$ cat config.mk
export PLATFORM = sky130hd
export DESIGN_NAME = vga_timing_recovery
export DESIGN_NICKNAME = d
export VERILOG_FILES = /design/src/rtl/vga_timing_recovery.sv
export SDC_FILE = /design/constraint.sdc
export NUM_CORES = 1
export LEC_CHECK = 0
export BUFFER_PORTS_ARGS = -buffer_cell sky130_fd_sc_hd__clkbuf_2
export CORE_MARGIN = 4
export CORE_UTILIZATION = 60
export CTS_BUF_LIST = sky130_fd_sc_hd__clkbuf_8
export DETAILED_ROUTE_END_ITERATION = 8
export GPL_TIMING_DRIVEN = 0
export PLACE_DENSITY = 0.82
export REMOVE_ABC_BUFFERS = 1
export SYNTH_ARGS = -nofsm -noshare
export SYNTH_HDL_FRONTEND = slang
export SYNTH_SLANG_ARGS = --single-unit
$ cat constraint.sdc
create_clock -name vgaclk -period 2.7 [get_ports vgaclk]
set_clock_uncertainty 0.05 [all_clocks]
set_input_delay 0.135 -clock vgaclk [delete_from_list [all_inputs] [get_ports vgaclk]]
set_output_delay 0.135 -clock vgaclk [all_outputs]
set_load 0.01 [all_outputs]
$ cat src/rtl/vga_timing_recovery.sv
// VGA timing recovery: samples an incoming hsync/vsync/blank_b stream,
// measures line and frame lengths against the nominal timing, reports
// lock and regenerates the pixel coordinates of the source.
module vga_timing_recovery #(
    parameter int HACTIVE     = 640,
    parameter int HFP         = 16,
    parameter int HSYN        = 96,
    parameter int HBP         = 48,
    parameter int VACTIVE     = 480,
    parameter int VFP         = 10,
    parameter int VSYN        = 2,
    parameter int VBP         = 33,
    parameter int LOCK_LINES  = 4,
    parameter int LOCK_FRAMES = 2
) (
    input  logic        vgaclk,
    input  logic        reset,
    input  logic        hsync_in,
    input  logic        vsync_in,
    input  logic        blank_b_in,
    output logic [9:0]  x,
    output logic [9:0]  y,
    output logic        pixel_valid,
    output logic        hlock,
    output logic        vlock,
    output logic        locked,
    output logic        sof,
    output logic [10:0] h_meas,
    output logic [10:0] v_meas,
    output logic        timing_err
);

    localparam int HMAX = HACTIVE + HFP + HSYN + HBP;
    localparam int VMAX = VACTIVE + VFP + VSYN + VBP;

    localparam logic [10:0] HMAX_C  = 11'(HMAX);
    localparam logic [10:0] VMAX_C  = 11'(VMAX);
    localparam logic [10:0] H_TMO   = 11'(2 * HMAX);
    localparam logic [10:0] V_TMO   = 11'(2 * VMAX);
    localparam logic [10:0] CNT_SAT = 11'h7FF;
    localparam logic [9:0]  X_LAST  = 10'(HMAX - 1);
    localparam logic [9:0]  Y_LAST  = 10'(VMAX - 1);
    localparam logic [9:0]  X_SYNC  = 10'(HACTIVE + HFP);
    localparam logic [9:0]  Y_SYNC  = 10'(VACTIVE + VFP);
    localparam logic [3:0]  H_LOCK_N = 4'(LOCK_LINES);
    localparam logic [3:0]  V_LOCK_N = 4'(LOCK_FRAMES);

    // stage-1 input registers and their one-cycle history
    logic        hs_q, vs_q, blank_b_q;
    logic        hs_prev, vs_prev;
    // measurement state
    logic [10:0] hcnt, vcnt;
    logic        h_first, v_first;
    logic [3:0]  h_match, v_match;

    // next-state values
    logic        hs_rise, vs_rise;
    logic [10:0] h_len;
    logic [10:0] hcnt_nxt, vcnt_nxt, h_meas_nxt, v_meas_nxt;
    logic        h_first_nxt, v_first_nxt;
    logic [3:0]  h_match_nxt, v_match_nxt;
    logic        hlock_nxt, vlock_nxt, locked_nxt;
    logic        h_err, v_err;
    logic [9:0]  x_nxt, y_nxt;

    // Edge detection, line/frame measurement, lock tracking and coordinate recovery.
    always_comb begin
        hs_rise     = hs_q & ~hs_prev;
        vs_rise     = vs_q & ~vs_prev;
        h_len       = (hcnt == CNT_SAT) ? CNT_SAT : hcnt + 11'd1;
        hcnt_nxt    = hcnt;
        h_first_nxt = h_first;
        h_meas_nxt  = h_meas;
        h_match_nxt = h_match;
        hlock_nxt   = hlock;
        h_err       = 1'b0;
        vcnt_nxt    = vcnt;
        v_first_nxt = v_first;
        v_meas_nxt  = v_meas;
        v_match_nxt = v_match;
        vlock_nxt   = vlock;
        v_err       = 1'b0;

        // horizontal: an edge always wins over a coincident timeout
        if (hs_rise) begin
            hcnt_nxt = 11'd0;
            if (!h_first) begin
                h_first_nxt = 1'b1;
            end else begin
                h_meas_nxt = h_len;
                if (h_len == HMAX_C) begin
                    h_match_nxt = (h_match == H_LOCK_N) ? h_match : h_match + 4'd1;
                    hlock_nxt   = (h_match_nxt == H_LOCK_N);
                end else begin
                    h_match_nxt = 4'd0;
                    hlock_nxt   = 1'b0;
                    h_err       = hlock;
                end
            end
        end else begin
            hcnt_nxt = (hcnt == CNT_SAT) ? CNT_SAT : hcnt + 11'd1;
            if (hcnt == H_TMO) begin
                h_match_nxt = 4'd0;
                hlock_nxt   = 1'b0;
                h_err       = hlock;
            end else begin
                h_match_nxt = h_match;
            end
        end

        // vertical: lines are counted on hsync edges
        if (vs_rise) begin
            vcnt_nxt = hs_rise ? 11'd1 : 11'd0;
            if (!v_first) begin
                v_first_nxt = 1'b1;
            end else begin
                v_meas_nxt = vcnt;
                if (vcnt == VMAX_C) begin
                    v_match_nxt = (v_match == V_LOCK_N) ? v_match : v_match + 4'd1;
                    vlock_nxt   = (v_match_nxt == V_LOCK_N);
                end else begin
                    v_match_nxt = 4'd0;
                    vlock_nxt   = 1'b0;
                    v_err       = vlock;
                end
            end
        end else begin
            if (hs_rise) begin
                vcnt_nxt = (vcnt == CNT_SAT) ? CNT_SAT : vcnt + 11'd1;
            end else begin
                vcnt_nxt = vcnt;
            end
            if (vcnt == V_TMO) begin
                v_match_nxt = 4'd0;
                vlock_nxt   = 1'b0;
                v_err       = vlock;
            end else begin
                v_match_nxt = v_match;
            end
        end

        // vertical lock is meaningless without horizontal lock
        if (!hlock_nxt) begin
            v_match_nxt = 4'd0;
            vlock_nxt   = 1'b0;
        end else begin
            v_match_nxt = v_match_nxt;
        end
        locked_nxt = hlock_nxt & vlock_nxt;

        // coordinates free-run and are re-anchored on sync edges
        if (hs_rise) begin
            x_nxt = X_SYNC;
        end else if (x == X_LAST) begin
            x_nxt = 10'd0;
        end else begin
            x_nxt = x + 10'd1;
        end

        if (vs_rise) begin
            y_nxt = Y_SYNC;
        end else if (x == X_LAST) begin
            y_nxt = (y == Y_LAST) ? 10'd0 : y + 10'd1;
        end else begin
            y_nxt = y;
        end
    end

    // State and registered outputs; reset clears everything asynchronously.
    always_ff @(posedge vgaclk or posedge reset) begin
        if (reset) begin
            hs_q        <= 1'b0;
            vs_q        <= 1'b0;
            blank_b_q   <= 1'b0;
            hs_prev     <= 1'b0;
            vs_prev     <= 1'b0;
            hcnt        <= 11'd0;
            vcnt        <= 11'd0;
            h_first     <= 1'b0;
            v_first     <= 1'b0;
            h_match     <= 4'd0;
            v_match     <= 4'd0;
            h_meas      <= 11'd0;
            v_meas      <= 11'd0;
            hlock       <= 1'b0;
            vlock       <= 1'b0;
            locked      <= 1'b0;
            timing_err  <= 1'b0;
            x           <= 10'd0;
            y           <= 10'd0;
            sof         <= 1'b0;
            pixel_valid <= 1'b0;
        end else begin
            hs_q        <= hsync_in;
            vs_q        <= vsync_in;
            blank_b_q   <= blank_b_in;
            hs_prev     <= hs_q;
            vs_prev     <= vs_q;
            hcnt        <= hcnt_nxt;
            vcnt        <= vcnt_nxt;
            h_first     <= h_first_nxt;
            v_first     <= v_first_nxt;
            h_match     <= h_match_nxt;
            v_match     <= v_match_nxt;
            h_meas      <= h_meas_nxt;
            v_meas      <= v_meas_nxt;
            hlock       <= hlock_nxt;
            vlock       <= vlock_nxt;
            locked      <= locked_nxt;
            timing_err  <= h_err | v_err;
            x           <= x_nxt;
            y           <= y_nxt;
            sof         <= (x_nxt == 10'd0) && (y_nxt == 10'd0) && locked_nxt;
            pixel_valid <= blank_b_in & locked_nxt;
        end
    end

endmodule

# --- Word level (Yosys, flattened, before mapping) ---
# Cells that the tools add are included.
totals:
  reg_bits: 84
  input_bits: 5
  elab_cells: 97
op_classes:
  addsub: 6
  eq_ne: 15
  muxes: 39
  n_bitwise: 7
  n_reduce_logical: 10
op_table:
  columns: ["op", "count"]
  rows:
  - ["11-bit 2-to-1 mux", 5]
  - ["10-bit 2-to-1 mux", 5]
  - ["11-bit equality test (second input constant)", 4]
  - ["4-bit 2-to-1 mux", 11]
  - ["11-bit by 1-bit adder with 11-bit output (second input constant)", 2]
  - ["11-bit by 10-bit equality test with 1-bit output (second input constant)", 2]
  - ["10-bit by 1-bit adder with 10-bit output (second input constant)", 2]
  - ["10-bit equality test (second input constant)", 2]
  - ["10-bit logical NOT", 2]
  - ["1-bit 2-to-1 mux", 18]
  - ["4-bit by 1-bit adder with 4-bit output (second input constant)", 2]
  - ["4-bit by 2-bit equality test with 1-bit output (second input constant)", 2]
  - ["4-bit by 3-bit equality test with 1-bit output (second input constant)", 2]
  - ["2-bit AND reduction", 4]
  - ["1-bit bitwise AND", 4]
  - ["2-bit nonzero test", 2]
  - ["3-bit by 2-bit inequality test with 1-bit output (second input constant)", 1]
  - ["3-bit inequality test (second input constant)", 1]
  - ["1-bit logical AND", 2]
  - ["2-bit inequality test (second input constant)", 1]
  - ["1-bit NOT", 2]
  - ["1-bit bitwise OR", 1]

# --- Longest topological paths before layout ---
# Gate-level depths: netlist of the first run.
depth:
  word_depth: 9
  ltp_mapped: 8
  depth_no_buf: 8

# --- Worst setup path after synthesis of the first run ---
# Ideal clock, no wire load.
synth_path:
  kind: "flip-flop to flip-flop"
  startpoint: "register hcnt[0]"
  endpoint: "register sof"
  t_arrival_ns: 2.118
  t_required_ns: 2.554
  path_slack_ns: 0.436
  stages_incl_launch_ff: 9
  n_path_buf: 1
  period_less_slack_ns: 2.264
  cell_sequence: "dfrtp_1 -> ha_1 -> and4_4 -> buf_6 -> a2111o_1 -> o211a_2 -> nor4_4 -> o21ai_2 -> nor4_2"
synth_between:
  elab_chain_cells: 9
  elab_cells_between_ends: 12
synth_lines:
  columns: ["item", "line_no", "rtl"]
  rows:
  - ["from (decl)", "52", "logic [10:0] hcnt, vcnt;"]
  - ["from (signal assigned)", "199", "hcnt <= hcnt_nxt;"]
  - ["11-bit by 1-bit adder with 11-bit output or 11-bit equality test (tied branches)", "70", "h_len = (hcnt == CNT_SAT) ? CNT_SAT : hcnt + 11'd1;"]
  - ["11-bit 2-to-1 mux", "70", null]
  - ["11-bit by 10-bit equality test with 1-bit output", "91", "if (h_len == HMAX_C) begin"]
  - ["1-bit 2-to-1 mux", "91", null]
  - ["1-bit 2-to-1 mux", "87", "if (!h_first) begin"]
  - ["1-bit 2-to-1 mux *", "85", "if (hs_rise) begin"]
  - ["1-bit 2-to-1 mux", "143", "if (!hlock_nxt) begin"]
  - ["1-bit bitwise AND *", "149", "locked_nxt = hlock_nxt & vlock_nxt;"]
  - ["1-bit logical AND *", "213", "sof <= (x_nxt == 10'd0) && (y_nxt == 10'd0) && locked_nxt;"]
  - ["to (signal assigned)", "213", null]
  - ["to (decl)", "27", "output logic sof,"]
# Every way passes the cells marked *; elsewhere a longest branch is shown, timed or not.
# A chain may end at the register's enable or synchronous reset.

# --- Final worst setup path of the first run ---
layout_path:
  startpoint: "register hs_prev"
  endpoint: "register sof"
layout_between:
  elab_chain_cells: 6
  elab_cells_between_ends: 9
layout_lines:
  columns: ["item", "line_no", "rtl"]
  rows:
  - ["from (decl)", "50", "logic hs_prev, vs_prev;"]
  - ["from (signal assigned)", "197", "hs_prev <= hs_q;"]
  - ["1-bit NOT *", "68", "hs_rise = hs_q & ~hs_prev;"]
  - ["1-bit bitwise AND *", "68", null]
  - ["10-bit 2-to-1 mux or 1-bit 2-to-1 mux (tied branches)", "152, 85", null]
  - ["10-bit logical NOT or 1-bit 2-to-1 mux (tied branches)", "213, 143", null]
  - ["1-bit logical AND or 1-bit bitwise AND (tied branches)", "213, 149", null]
  - ["1-bit logical AND *", "213", null]
# Marks and branches as above.

==> results.py, run 1 <==
metrics = {
    "drt": {
        "drtIter0Drc": 235,
        "ant_nets": 0,
        "viasPerCell": 5.93,
        "avgRoutedWirePerCell_um": 15.9,
        "routed_wl_um": 9740,
        "vias": 3642,
        "drtPass1Iterations": 5,
        "drcViolationCount": 0,
    },
    "critical_path": {
        "path_delay_family": "simple AND/OR/NAND/NOR gates",
        "crit_type": "flop to flop",
        "crit_chain": "nand3b_1 > a31o_2 > a2111o_1 > nor4_4 > o21ai_2 > nor4_2",
        "reg2reg_from": "hs_prev",
        "cp_max_fo": 12,
        "critPathBufInv": 0,
        "worst_path_largest_cell_delay_ns": 0.49,
        "end_kind": "flop",
        "start_kind": "flop",
        "crit_start": "hs_prev",
        "cp.required_ns": 2.93,
        "slowest_stage": "nand3b_1",
        "arrival_ns": 2.73,
    },
    "die": {
        "row_count": 30,
        "dieArea_um2": 8740,
        "ios": 53,
        "core_area_um2": 6940,
        "fp.dieH_um": 93.5,
        "start_util_pct": 63.1,
        "die_x_um": 93.5,
    },
    "sta": {
        "tightest_slew_ns": 0.592,
        "slew_viol_final": 0,
        "rsz0062_at_grt": "false",
        "fmax_ghz": 0.399,
        "setup_viol": 0,
        "max_slew_margin_pct": 60.2,
        "period_minus_slack_ns": 2.51,
        "fin_crit_sh_pct": 92.9,
        "hold_viol": 0,
    },
    "place": {
        "dpl.cell_count": 586,
        "gp_congestion": 0.877,
        "hpwl_um": 6630,
        "numPortBuffers": 52,
    },
    "clock_tree": {
        "clk-insertion-delay-late_ns": 0.36,
        "htreeDepth": 3,
        "cts_tree": "built",
        "clock_path_buffers": 2,
        "clkTransAtPathRegs_ns": 0.09,
        "cts_root_buffer": "clkbuf_8",
        "cts.sinks": 83,
        "cts_made_buffers": 9,
    },
    "pwr": {
        "irDropWorstVdd_uv": 498,
        "power_density_nw_per_um2": 571,
        "comb_power_share_pct": 13.8,
        "power.internal_mw": 2.06,
        "sw_frac_of_total_pct": 28.1,
        "p_leak_nw": 2.27,
        "switchingPower_mw": 0.803,
        "p_seq_share_pct": 50.5,
        "p_total_mw": 2.86,
        "p_clk_share_pct": 35.7,
    },
    "logic_synthesis": {
        "synth-seq-area-share_pct": 47.4,
        "synth.distinct_cells": 60,
        "synthArstFlopShare_pct": 100,
        "synth_warnings": 0,
        "synth-edff-count": 0,
        "netlist_instances": 461,
        "ys_ff_latch": 83,
        "netlist_area_um2": 4380,
        "syn_area_per_cell_um2": 9.51,
        "synth-main-ff-cell": "dfrtp_1",
    },
    "run": {
        "max_cap_violations": 0,
    },
    "layout": {
        "area_growth_pct": 14.4,
        "fillers": 515,
        "drive_above_1_share_pct": 20.1,
        "n_antenna_cell": 0,
        "seqCellArea_um2": 2080,
        "multi_input_area_um2": 2130,
        "finalNonFillerCells": 614,
        "finalNetCount": 530,
    },
    "global_route": {
        "antenna_found_initial": 0,
        "grt_pass1_vias": 3400,
        "grt_max_degree": 62,
        "overflow": 0,
        "grt_pass1_wl_um": 16100,
        "gr-usage-all-layers_pct": 23.0,
    },
    "min_path": {
        "hold_path_class": "input port to async pin",
    },
    "run_status": {
        "status": "complete, no violations",
    },
}
-- synthesized netlist by cell type (all sizes together), types with 4 or more instances --
cell | instances | area share [%]
xor2 | 8 | 1.6
and4 | 5 | 1.1
and2 | 9 | 1.3
clkbuf | 14 | 1.2
a31oi | 12 | 1.7
nor4 | 7 | 1.8
dfrtp | 83 | 47
nand4 | 14 | 2.0
inv | 20 | 1.7
xnor2 | 9 | 1.8
buf | 10 | 1.5
o21ai | 28 | 3.3
ha | 12 | 3.4
nand2 | 42 | 3.6
nor2b | 4 | 0.57
nand2b | 8 | 1.1
a21oi | 18 | 2.1
nand3 | 18 | 2.1
nor3b | 4 | 0.68
nor2 | 49 | 4.2
nor3 | 15 | 1.9
o21a | 5 | 0.86
and3 | 11 | 1.6
mux2 | 10 | 2.6
-- worst reg2reg max path: cells and delay by family (launching register included) --
kind	cells	cell delay, ns
DFF	1	0.45
AOI/OAI and AO/OA	3	0.96
and+or+nand+nor	3	0.97
-- path summary, 6_finish.rpt --
kind	end	slack, ns	cells past startpoint
max in group asynchronous	vs_q	1.80	4
min in group vgaclk	hs_q	0.37	2
setup reg to reg	sof	0.19	6
hold / removal	timing_err	0.22	3
hold reg to reg	vs_prev	0.39	0
setup / recovery	sof	0.19	6
-- layer usage --
layer / GRT usage [%] / share of wire (%) / vias up
met5: 0 / 0 / -
met4: 9.52 / 2.4 / 0
met3: 3.78 / 4.3 / 22
met2: 37.3 / 49 / 111
met1: 30.6 / 44 / 1755
li1: - / - / 1754
-- power groups by stage --
stage	logic [mW]	registers, mW	clock network, mW
global placement	0.366	1.46	0
global route	0.445	1.47	1.08
detailed placement	0.388	1.47	0
finish	0.394	1.45	1.02
floorplan	0.238	1.47	0
CTS	0.397	1.44	1.03
-- cell type report --
cell class / count / share of cell area (%)
multi-input combinational: 335 / 42.5
sequential: 83 / 41.4
timing repair buffer: 64 / 7.58
clock buffer: 11 / 3.02
tap: 96 / 2.39
inverter: 20 / 1.55
clock inverter: 5 / 1.52
-- per-stage QoR --
step	setup TNS (ns)	hold WS [ns]	area [um^2]	util, %	setup slack [ns]
floorplan	0	0.116	4270	-	0.350
global placement	-45.28	0.193	4650	66.9	-0.511
detailed placement	-0.0934	0.0589	4680	67.4	-0.0465
CTS	0	0.233	4950	71.3	0.0308
global route	0	0.269	5020	72.3	0.0232
finish	0	0.222	5020	72.3	0.191
-- flip-flops by register name, indices dropped and copies added (netlist names), 4 cells and up --
| name | flops |
|---|---|
| hcnt | 11 |
| y | 10 |
| x | 10 |
| v_meas | 11 |
| vcnt | 11 |
| h_meas | 11 |
| h_match | 4 |
| v_match | 4 |
-- cell usage in the layout, fill, tap and decap left out, drive strengths merged, types with 4 or more instances in the layout --
cell type / count
dfrtp: 83
mux2: 10
a21oi: 18
nand3: 18
o21ai: 28
nor3: 15
a31oi: 12
inv: 21
xor2: 8
nand2b: 8
and4: 5
o21a: 5
nand4: 14
and2: 9
nor2: 49
xnor2: 9
dlygate4sd3: 4
ha: 12
nor4: 7
and3: 11
nand2: 42
nor3b: 4
buf: 8
clkbuf: 63
nor2b: 4
-- cells by family after synthesis --
| kind of cell | after synthesis | synth area share (%) |
|---|---|---|
| compound gates | 90 | 13.1 |
| xor+xnor | 17 | 3.40 |
| fa+ha+maj | 12 | 3.42 |
| buf+inv | 44 | 4.42 |
| flops | 83 | 47.4 |
| mux | 13 | 3.25 |
| simple gates | 202 | 25.0 |
-- repair_timing --
action / CTS / global route
endpoints found under the hold margin: 25 / 0
pin swaps: 0 / 2
setup endpoints to repair: 4 / 8
cloned: 0 / 1
gates resized for setup: 1 / 3
buffers inserted: 0 / 7
hold buffers: 4 / 0
No activity file was read; power rests on OpenSTA's default activity.
==> inputs of run 2 (changes only) <==
ABC_AREA = 1   (was not set)
ABC_CLOCK_PERIOD_IN_PS = 2700   (was not set)
CORE_UTILIZATION = 61   (was 60)
PLACE_DENSITY = 0.83   (was 0.82)
==> run 2 against run 1 <==
Register-to-register slack better by 0.28 ns. First-iteration DRC count up 25%. Global-route usage up 2.5 points. Clock-buffer cell count unchanged. Area after synthesis up 4.7%. Total power down 2.2%. Wire length up 6.2%. Largest cell class unchanged.
==> results.py, run 2 <==
metrics = {
    "logic_synthesis": {
        "synth-seq-area-share_pct": 45.3,
        "yosysMostFrequentCell": "nand2_1",
        "synth_warnings": 0,
        "synthTopCellsByArea": "dfrtp_1, nand2_1, inv_1",
        "synth.distinct_cells": 42,
        "netlist_instances": 582,
        "synth_top_area_share_pct": 45.3,
        "ys_ff_latch": 83,
        "synth-edff-count": 0,
        "netlist_area_um2": 4590,
        "syn_area_per_cell_um2": 7.88,
        "synth-main-ff-cell": "dfrtp_1",
        "synthArstFlopShare_pct": 100,
        "synth_common_cells": "nand2_1, dfrtp_1, inv_1, nor2_1, nand3_1",
        "synthDominantAreaCellType": "dfrtp_1",
    },
    "layout": {
        "n_antenna_cell": 0,
        "final_cell_mix": "nand2_1, dfrtp_1, inv_1",
        "final_util_pct": 71.5,
        "final_common_cell": "nand2_1",
        "area_growth_pct": 13.6,
        "finalNonFillerCells": 744,
        "seqCellArea_um2": 2080,
        "finalNetCount": 658,
        "fillers": 604,
        "multi_input_area_um2": 2130,
        "drive_above_1_share_pct": 18.9,
        "final_area_um2": 5210,
    },
    "pwr": {
        "p_total_mw": 2.80,
        "sw_frac_of_total_pct": 29.6,
        "power_density_nw_per_um2": 537,
        "p_clk_share_pct": 32.3,
        "p_seq_share_pct": 50.8,
        "power.internal_mw": 1.97,
        "switchingPower_mw": 0.828,
        "comb_power_share_pct": 17.0,
        "p_leak_nw": 2.64,
        "irDropWorstVdd_uv": 446,
    },
    "clock_tree": {
        "cts_made_buffers": 9,
        "cts_tree": "built",
        "clock_path_buffers": 2,
        "clk-insertion-delay-late_ns": 0.36,
        "clkTransAtPathRegs_ns": 0.09,
        "cts.sinks": 83,
        "cts_root_buffer": "clkbuf_8",
        "htreeDepth": 3,
    },
    "place": {
        "gp_congestion": 0.898,
        "hpwl_um": 7560,
        "pre_cts_ws_ns": -0.812,
        "numPortBuffers": 52,
        "dpl.cell_count": 725,
        "placed_area_um2": 4950,
    },
    "critical_path": {
        "cp_max_fo": 18,
        "rr_worst_depth": 7,
        "start_kind": "flop",
        "crit_type": "flop to flop",
        "end_kind": "flop",
        "arrival_ns": 2.43,
        "cp.required_ns": 2.91,
    },
    "die": {
        "ios": 53,
        "start_util_pct": 62.9,
        "fp.dieH_um": 94.7,
        "core_area_um2": 7290,
        "dieArea_um2": 8970,
        "row_count": 31,
        "die_x_um": 94.7,
    },
    "drt": {
        "routed_wl_um": 10300,
        "drtIter0Drc": 294,
        "avgRoutedWirePerCell_um": 13.9,
        "viasPerCell": 5.46,
        "ant_nets": 0,
        "vias": 4059,
        "drtPass1Iterations": 5,
        "drcViolationCount": 0,
    },
    "sta": {
        "tightest_slew_ns": 0.554,
        "fin_crit_sh_pct": 82.5,
        "slew_viol_final": 0,
        "setup_viol": 0,
        "rsz0062_at_grt": "false",
        "hold_viol": 0,
        "worst_slack_ns": 0.472,
        "fin_hold_ws_ns": 0.324,
        "fmax_ghz": 0.449,
        "max_slew_margin_pct": 63.1,
        "period_minus_slack_ns": 2.23,
        "fin_tns_setup_ns": 0,
    },
    "min_path": {
        "hold_path_class": "input port to async pin",
    },
    "run_status": {
        "status": "complete, no violations",
    },
    "global_route": {
        "grt_max_degree": 45,
        "grt_pass1_wl_um": 17900,
        "antenna_found_initial": 0,
        "gr-usage-all-layers_pct": 25.5,
        "grt_pass1_vias": 3946,
        "overflow": 0,
    },
    "run": {
        "max_cap_violations": 0,
    },
}
[run 2: changes by cell type after synthesis, moves of 9 or more]
cell,change
nand2_1,+78
inv_1,+61
nand3_1,+22
nor2_1,+16
inv_2,+12
a31oi_1,-11
and3_1,-11
nand2_2,+11
mux2_2,-10
clkbuf_1,-9
nor3_1,-9
[run 2: layout make-up]
type | count | area share, %
multi-input cells | 395 | 40.8
flip-flops and latches | 83 | 39.9
inverters | 95 | 6.91
repair buffers | 57 | 6.15
clock buffers | 11 | 2.91
well taps | 99 | 2.38
clock inverters | 4 | 0.960
[run 2: power groups by stage]
stage / clock network [mW] / logic, mW / registers [mW]
after global routing: 0.963 / 0.534 / 1.44
after floorplan: 0 / 0.301 / 1.46
final: 0.903 / 0.476 / 1.42
after detailed placement: 0 / 0.466 / 1.44
after CTS: 0.915 / 0.480 / 1.42
after global placement: 0 / 0.448 / 1.44
[run 2: kinds of logic after synthesis]
logic type                 after synthesis  share of synthesized area (%)
DFF                                     83                           45.3
buffers and inverters                  104                           8.67
xor gates and xnor gates                13                           2.48
adders and majority gates               12                           3.27
and+or+nand+nor                        293                           31.1
AOI/OAI and AO/OA                       77                           9.24
[run 2: timing repair]
item / 4_1_cts / 5_1_grt
gates resized for setup: 3 / 1
setup endpoints to repair: 16 / 1
hold buffers: 4 / 0
endpoints found under the hold margin: 46 / 0
buffers inserted: 0 / 0
[run 2: worst max-delay path, stage by stage, from the launching register on]
cell	delay, ns
dfrtp_1	0.40
nor2_4	0.31
inv_2	0.25
nor2_4	0.37
inv_1	0.31
nand2_1	0.22
nand2_1	0.08
o32ai_1	0.11
[run 2: layer usage]
layer	global-route usage (%)	up-vias	routed length, um
li1	-	1997	-
met1	33.5	1891	4510
met2	42.0	150	5000
met3	4.62	21	626
met4	9.86	0	204
met5	0	-	0
[run 2: worst paths after layout]
check	startpoint	endpoint	slack, ns
min reg2reg	hs_q	hs_prev	0.33
max in group asynchronous	reset	v_match[1]	1.68
min in group vgaclk	hs_q	hs_prev	0.33
min	reset	v_meas[7]	0.32
max	hs_prev	timing_err	0.47
max reg2reg	hs_prev	timing_err	0.47
